--- src/rtl/y86_pkg.sv ---
// Shared Y86-64 constants and the decode-to-execute pipeline bundle.
// Instruction codes, special register ids and the bubble value live here.
package y86_pkg;

    localparam logic [3:0] HALT   = 4'h0;
    localparam logic [3:0] NOP    = 4'h1;
    localparam logic [3:0] RRMOVQ = 4'h2;
    localparam logic [3:0] IRMOVQ = 4'h3;
    localparam logic [3:0] RMMOVQ = 4'h4;
    localparam logic [3:0] MRMOVQ = 4'h5;
    localparam logic [3:0] OPQ    = 4'h6;
    localparam logic [3:0] JXX    = 4'h7;
    localparam logic [3:0] CALL   = 4'h8;
    localparam logic [3:0] RET    = 4'h9;
    localparam logic [3:0] PUSHQ  = 4'hA;
    localparam logic [3:0] POPQ   = 4'hB;

    localparam logic [3:0] RNONE  = 4'hF;
    localparam logic [3:0] RRSP   = 4'h4;

    typedef struct packed {
        logic        valid;
        logic [3:0]  icode;
        logic [3:0]  ifun;
        logic [63:0] valA;
        logic [63:0] valB;
        logic [63:0] valC;
        logic [3:0]  dstE;
        logic [3:0]  dstM;
        logic [3:0]  srcA;
        logic [3:0]  srcB;
        logic        ins_err;
    } e_reg_t;

    localparam e_reg_t E_BUBBLE = '{
        valid:   1'b0,
        icode:   NOP,
        ifun:    4'h0,
        valA:    64'h0,
        valB:    64'h0,
        valC:    64'h0,
        dstE:    RNONE,
        dstM:    RNONE,
        srcA:    RNONE,
        srcB:    RNONE,
        ins_err: 1'b0
    };

endpackage

--- src/rtl/y86_regfile.sv ---
// Y86-64 register file: 15 x 64, two read ports, two write ports.
// Reads see same-cycle writes; port M wins a same-destination collision.
module y86_regfile
    import y86_pkg::*;
(
    input  logic        clk,
    input  logic        rst,
    input  logic [3:0]  i_srcA,
    input  logic [3:0]  i_srcB,
    input  logic [3:0]  i_dstE,
    input  logic [63:0] i_valE,
    input  logic [3:0]  i_dstM,
    input  logic [63:0] i_valM,
    output logic [63:0] o_valA,
    output logic [63:0] o_valB
);

    logic [63:0] r_regs [15];

    // Write-through read: pending M write, then E write, then stored value
    function automatic logic [63:0] rd(input logic [3:0] id);
        logic [63:0] v;
        if (id == RNONE)
            v = 64'h0;
        else if (id == i_dstM)
            v = i_valM;
        else if (id == i_dstE)
            v = i_valE;
        else
            v = r_regs[id];
        return v;
    endfunction

    // Combinational read ports with bypass
    always_comb begin
        o_valA = rd(i_srcA);
        o_valB = rd(i_srcB);
    end

    // Storage update; reset clears and blocks write-back, M written last wins
    always_ff @(posedge clk) begin
        if (rst) begin
            for (int i = 0; i < 15; i++)
                r_regs[i] <= 64'h0;
        end else begin
            if (i_dstE != RNONE)
                r_regs[i_dstE] <= i_valE;
            if (i_dstM != RNONE)
                r_regs[i_dstM] <= i_valM;
        end
    end

endmodule

--- src/rtl/decode_wb.sv ---
// Y86-64 decode / write-back stage with the E pipeline register.
// Decodes register ids, reads operands and handles stall/bubble control.
module decode_wb
    import y86_pkg::*;
(
    input  logic        clk,
    input  logic        rst,
    input  logic        in_valid,
    input  logic [3:0]  icode,
    input  logic [3:0]  ifun,
    input  logic [3:0]  rA,
    input  logic [3:0]  rB,
    input  logic [63:0] valC,
    input  logic [63:0] valP,
    input  logic        stall,
    input  logic        bubble,
    input  logic [3:0]  wb_dstE,
    input  logic [63:0] wb_valE,
    input  logic [3:0]  wb_dstM,
    input  logic [63:0] wb_valM,
    output logic        e_valid,
    output logic [3:0]  e_icode,
    output logic [3:0]  e_ifun,
    output logic [63:0] e_valA,
    output logic [63:0] e_valB,
    output logic [63:0] e_valC,
    output logic [3:0]  e_dstE,
    output logic [3:0]  e_dstM,
    output logic [3:0]  e_srcA,
    output logic [3:0]  e_srcB,
    output logic        e_ins_err
);

    logic [3:0]  w_srcA;
    logic [3:0]  w_srcB;
    logic [3:0]  w_dstE;
    logic [3:0]  w_dstM;
    logic [63:0] w_rdA;
    logic [63:0] w_rdB;
    logic        w_bad;
    e_reg_t      w_next;
    e_reg_t      r_e;

    assign w_bad = (icode > POPQ);

    // Register-id decode; unknown icodes fall through to RNONE
    always_comb begin
        w_srcA = RNONE;
        w_srcB = RNONE;
        w_dstE = RNONE;
        w_dstM = RNONE;
        case (icode)
            RRMOVQ, RMMOVQ, OPQ, PUSHQ: w_srcA = rA;
            RET, POPQ:                  w_srcA = RRSP;
            default:                    ;
        endcase
        case (icode)
            RMMOVQ, MRMOVQ, OPQ:        w_srcB = rB;
            CALL, RET, PUSHQ, POPQ:     w_srcB = RRSP;
            default:                    ;
        endcase
        case (icode)
            RRMOVQ, IRMOVQ, OPQ:        w_dstE = rB;
            CALL, RET, PUSHQ, POPQ:     w_dstE = RRSP;
            default:                    ;
        endcase
        case (icode)
            MRMOVQ, POPQ:               w_dstM = rA;
            default:                    ;
        endcase
    end

    y86_regfile u_rf (
        .clk    (clk),
        .rst    (rst),
        .i_srcA (w_srcA),
        .i_srcB (w_srcB),
        .i_dstE (wb_dstE),
        .i_valE (wb_valE),
        .i_dstM (wb_dstM),
        .i_valM (wb_valM),
        .o_valA (w_rdA),
        .o_valB (w_rdB)
    );

    // Assemble the bundle for a valid instruction
    always_comb begin
        w_next         = E_BUBBLE;
        w_next.valid   = 1'b1;
        w_next.icode   = icode;
        w_next.ifun    = ifun;
        w_next.valC    = valC;
        w_next.srcA    = w_srcA;
        w_next.srcB    = w_srcB;
        w_next.dstE    = w_dstE;
        w_next.dstM    = w_dstM;
        w_next.ins_err = w_bad;
        w_next.valB    = w_rdB;
        if (icode == JXX || icode == CALL)
            w_next.valA = valP;
        else
            w_next.valA = w_rdA;
    end

    // E register: reset beats stall, stall beats bubble
    always_ff @(posedge clk) begin
        if (rst)
            r_e <= E_BUBBLE;
        else if (!stall) begin
            if (bubble || !in_valid)
                r_e <= E_BUBBLE;
            else
                r_e <= w_next;
        end
    end

    assign e_valid   = r_e.valid;
    assign e_icode   = r_e.icode;
    assign e_ifun    = r_e.ifun;
    assign e_valA    = r_e.valA;
    assign e_valB    = r_e.valB;
    assign e_valC    = r_e.valC;
    assign e_dstE    = r_e.dstE;
    assign e_dstM    = r_e.dstM;
    assign e_srcA    = r_e.srcA;
    assign e_srcB    = r_e.srcB;
    assign e_ins_err = r_e.ins_err;

endmodule

--- config.mk ---
export PLATFORM = sky130hd
export DESIGN_NAME = decode_wb
export DESIGN_NICKNAME = d
export VERILOG_FILES = /design/src/rtl/y86_pkg.sv /design/src/rtl/y86_regfile.sv /design/src/rtl/decode_wb.sv
export SDC_FILE = /design/constraint.sdc
export NUM_CORES = 2
export LEC_CHECK = 0
export ABC_AREA = 1
export CAP_MARGIN = 40
export CORE_MARGIN = 8
export CORE_UTILIZATION = 25
export CTS_CLUSTER_DIAMETER = 50
export DETAILED_ROUTE_END_ITERATION = 12
export SYNTH_ARGS = -nofsm -noshare
export SYNTH_HDL_FRONTEND = slang
export SYNTH_HIERARCHICAL = 1
export SYNTH_SLANG_ARGS = --single-unit
--- constraint.sdc ---
create_clock -name clk -period 7.3 [get_ports clk]
set_clock_uncertainty 0.05 [all_clocks]
set_input_delay 1.46 -clock clk [delete_from_list [all_inputs] [get_ports clk]]
set_output_delay 1.46 -clock clk [all_outputs]
set_load 0.05 [all_outputs]
## Word level (Yosys, flattened, before mapping)

Memory sizes are Yosys's and may differ from the RTL's.
Cells that the tools add are included.

- Order comparisons: 1
- Equal/unequal tests: 18
- Multiplexer cells: 26
- Reduce and logical (&&, ||, !) cells: 11

Operators with widths:

| kind | number |
|---|---|
| 64-bit 2-to-1 mux | 9 |
| 218-bit 2-to-1 mux | 1 |
| 64-bit OR reduction | 2 |
| 4-bit == test (second input constant) | 6 |
| 4-bit one-hot mux with 2 select lines | 3 |
| 4-bit by 3-bit == test with 1-bit output (second input constant) | 4 |
| 4-bit == test | 4 |
| 4-bit 2-to-1 mux | 3 |
| 1-bit 2-to-1 mux | 10 |
| 4-bit by 2-bit == test with 1-bit output (second input constant) | 2 |
| 4-bit != test (second input constant) | 2 |
| 4-bit OR reduction | 2 |
| 3-bit OR reduction | 2 |
| 4-bit greater-than comparator (second input constant) | 1 |
| 2-bit OR reduction | 2 |
| 1-bit logical OR | 2 |
| 1-bit zero test | 1 |

- Flip-flop bits (word level): 218
- RAM bits: 960
- Input bits: 285
- Output and inout port bits: 218
- Logic and storage cells: 68
- Memories kept: 1

Memories:

| memory | depth | bits a word | rd ports | clocked after Yosys merged registers in | write ports | RTL line | RTL |
|---|---|---|---|---|---|---|---|
| u_rf.r_regs | 15 | 64 | 2 | 0 | 15 | y86_regfile.sv:18 | `logic [63:0] r_regs [15];` |

## Depth between registers and ports, before layout

- Word-level depth: 9
- Mapped depth: 23
- Mapped depth without buffers: 20

## By module

The synthesis kept the hierarchy.

By module, submodules not included:

| module | instances | cells each | area an instance (um^2) | sequential area each (um^2) |
|---|---|---|---|---|
| y86_regfile | 1 | 8703 | 65387.7 | 30749.5 |
| decode_wb | 1 | 1269 | 9439.1 | 4364.2 |

## Worst setup path after synthesis

OpenSTA, ideal clock, no wires.

- Path type: input port to flip-flop
- Start: in rst
- End: mem u_rf.r_regs[0][0] (enable)
- Setup time: 0.503 ns
- Data arrival time: 4.928 ns
- Slack: 1.819 ns
- Cell stages on the path: 4
- Path buffers: 1
- Path through: buf_4 -> inv_1 -> nand3_1 -> o211ai_1

RTL lines:

| what | RTL line | RTL |
|---|---|---|
| from (decl) | decode_wb.sv:7 | `input logic rst,` |
| to (decl) | y86_regfile.sv:18 |  |

==> run metrics <==
total track usage=0.212; Pwr Total=20.9 mW; final worst setup slack=2.00 ns; CP delay by family, top=buffers and inverters; Max clock buf depth=4; Std-Cell Rows=201; GPL Wtd Cong=0.853; Crit-path slowest cell=clkinv_2; clock buffer count from CTS=165; Detail Route Antenna Nets=0; CP arrival=5.95 ns; cell seen most often among critical-path stages=nand2_1; IO Count=503; pwr dens=236 mW/mm2; Iter 0 DRT Violations=11.3k; share of layout cells above drive strength 1=0.0551; post-synthesis cell type count=32; worst path required time=7.95 ns; Combinational Power Share=0.206; die width=563 um; R2R Setup Slk=5.23 ns; worst r2r src=u_rf/r_regs[15][34]; Fill cells=31.8k; fmax=0.189 GHz; worst path bufs/invs=7; fin crit period=5.30 ns; die height=563 um; Hold Path End=e_valC[43]; largest net degree at the start of global routing=189; PortBufs=502; cell count after synthesis=9,972; Synth Cell Area=0.0748 mm2; WL per Instance=25.5 um; Rel. slew slack=0.155; Place WS=1.41 ns; CTS Hold Bufs=0; outcome=complete, no violations; Setup CP Type=in2reg; CP max FO=35; fin nets=10.2k; Leak Pwr=36.8 nW; final setup fails=0; hold depth=2; Critical Path Source Type=primary input; initial core utilization=0.250; grt ovf=0; commonest non-fill, non-tap cell in the layout=nand2_1; Net Sw Frac=0.320; global-route wire length before repair=503,000 um; Syn Area/Cell=7.50 um2; Worst R2R Path Depth=14; clock sinks=1,242; Least-Margin Pin Slew=1.27 ns; routed vias=75.6k; max cap viols=0; post-CTS sizing=0; Final period util=0.726; Psw=6.67 mW; Min-Delay Startpoint=e_valC[43]; sequential-to-total area share from yosys stat=0.469; register bit count reported by yosys=1,242; RSZ-0062 raised after global routing=no; vias in the first global route=69.9k; hold crit path type=reg2reg; Cell Int Power=14.2 mW; DP HPWL=205,000 um; clock root buffer=clkbuf_16; setup_tns=0 ns; Max VDD drop=172 uV; initial antenna violation count=49; H-tree Lvls=4; Final Max Tran Viols=0; Via density=5.40; postcts setup bufs=0; Synth Warn #=6; CTS tree=done; Die Area=0.317 mm2; final wirelength=357,000 um; core footprint=0.299 mm2; Fin. Hold Viols=0; Clock transition at path regs=0.06 ns; most frequent cells in the layout=nand2_1, nand3_1, inv_1; Setup crit end kind=flop; CP peak stage delay=0.77 ns; Seq pwr share=0.399; DRC viols=0; Pre-Repair DR Iteration Count=9; final non-filler cell area=0.0884 mm2; DP Area=0.0830 mm2; r2r endpoint=e_valA[34]; Clk pwr share=0.395; Worst-Skew Late Latency=0.84 ns; crit-path cells=clkdlybuf4s50_1 -> inv_1 -> o21ai_0 -> nand2_1 -> inv_1 -> nand2_4 -> clkinv_2 -> nand2_1 -> nand2_1 -> nor2_1 -> nand2_4 -> clkinv_2 -> buf_4 -> nand2_1 -> nand2_1 -> a21oi_1 -> inv_1 -> nand3_2 -> nand3_1 -> a21oi_1; Syn-to-layout area delta=18.2%
-- power by group through the flow --
stage	clock network [mW]	logic (mW)	registers (mW)
after floorplan	0	2.59	8.56
after global placement	0	4.11	8.46
after detailed placement	0	4.16	8.47
after CTS	8.33	4.18	8.32
after global routing	8.61	4.61	8.36
final	8.25	4.30	8.32
-- kinds of logic after synthesis --
logic type | share of synthesized area
xor+xnor | 0.000936
compound gates | 0.134
other cells | 0.0000501
buf+inv | 0.125
flops | 0.469
simple gates | 0.271
-- tightest hold or removal path: stages, from the launching register on --
cell and delay (ns):
dfxtp_1 0.30, nand2_1 0.06, a21oi_1 0.05
-- synthesized netlist by cell type --
cell type | number | area [um2]
buf_2 | 429 | 2150
nand2_1 | 3187 | 12000
inv_1 | 1173 | 4400
nand4_1 | 2 | 12.5
buf_1 | 43 | 161
o211ai_1 | 129 | 968
clkbuf_1 | 412 | 1550
a21oi_2 | 4 | 35.0
conb_1 | 1 | 3.75
o22ai_1 | 966 | 6040
clkbuf_2 | 1 | 5.00
nand3_1 | 1371 | 6860
nand2_4 | 1 | 11.3
dfxtp_1 | 218 | 4360
nand2_2 | 1 | 6.26
nor3_2 | 4 | 40.0
buf_12 | 7 | 140
inv_2 | 13 | 48.8
nor2_4 | 1 | 11.3
buf_6 | 36 | 405
or2_2 | 6 | 37.5
clkbuf_8 | 2 | 27.5
a21oi_1 | 453 | 2270
nor3_1 | 3 | 15.0
edfxtp_1 | 1024 | 30700
nor2_1 | 179 | 672
nand3_2 | 66 | 661
clkinv_1 | 64 | 240
nor2_2 | 1 | 6.26
buf_4 | 27 | 203
o21ai_0 | 140 | 701
xnor2_1 | 8 | 70.1
-- registers in the layout (all words and copies together) (netlist names) --
signal       count
e_ins_err        1
e_srcA           4
e_ifun           4
e_valid          1
e_dstE           4
e_srcB           4
e_icode          4
e_valC          64
e_dstM           4
u_rf/r_regs   1024
e_valA          64
e_valB          64
-- worst max path at each step --
| stage | startpoint | end | slack (ns) | cells after the start |
|---|---|---|---|---|
| finish | icode[1] | e_valA[3] | 2.00 | 20 |
| global route | icode[1] | e_valA[4] | 1.94 | 20 |
| CTS | icode[1] | e_valA[4] | 2.23 | 20 |
| detailed placement | icode[1] | e_valA[4] | 1.41 | 20 |
| global placement | icode[1] | e_valA[4] | 1.43 | 20 |
| floorplan | rst | u_rf/r_regs[0][0] | 1.82 | 4 |
-- layout make-up --
type | instances | area, um2 | area share
Tap cell | 3958 | 4950 | 0.0560
Clock inverter | 81 | 820 | 0.00927
Multi-Input combinational cell | 6586 | 31200 | 0.353
Timing Repair Buffer | 647 | 6980 | 0.0789
Sequential cell | 1242 | 35100 | 0.397
Antenna cell | 18 | 45.0 | 0.000509
Clock buffer | 211 | 4530 | 0.0512
Inverter | 1250 | 4740 | 0.0536
-- metal layers --
metal | vias to the layer above | global-route usage | share of wire
li1 | 33100 | - | -
met1 | 35600 | 0.264 | 0.36
met2 | 5622 | 0.336 | 0.45
met3 | 1278 | 0.0603 | 0.13
met4 | 4 | 0.109 | 0.060
met5 | - | 0 | 0.000076
-- per-stage QoR --
stage,hold slack [ns],cells,utilization
after floorplan,0.622,10000,-
after CTS,0.413,14000,0.296
after global routing,0.421,14000,0.296
after detailed placement,0.404,13700,0.278
final,0.411,14000,0.296
after global placement,0.401,13700,0.276
No activity file was read; power rests on OpenSTA's default activity.
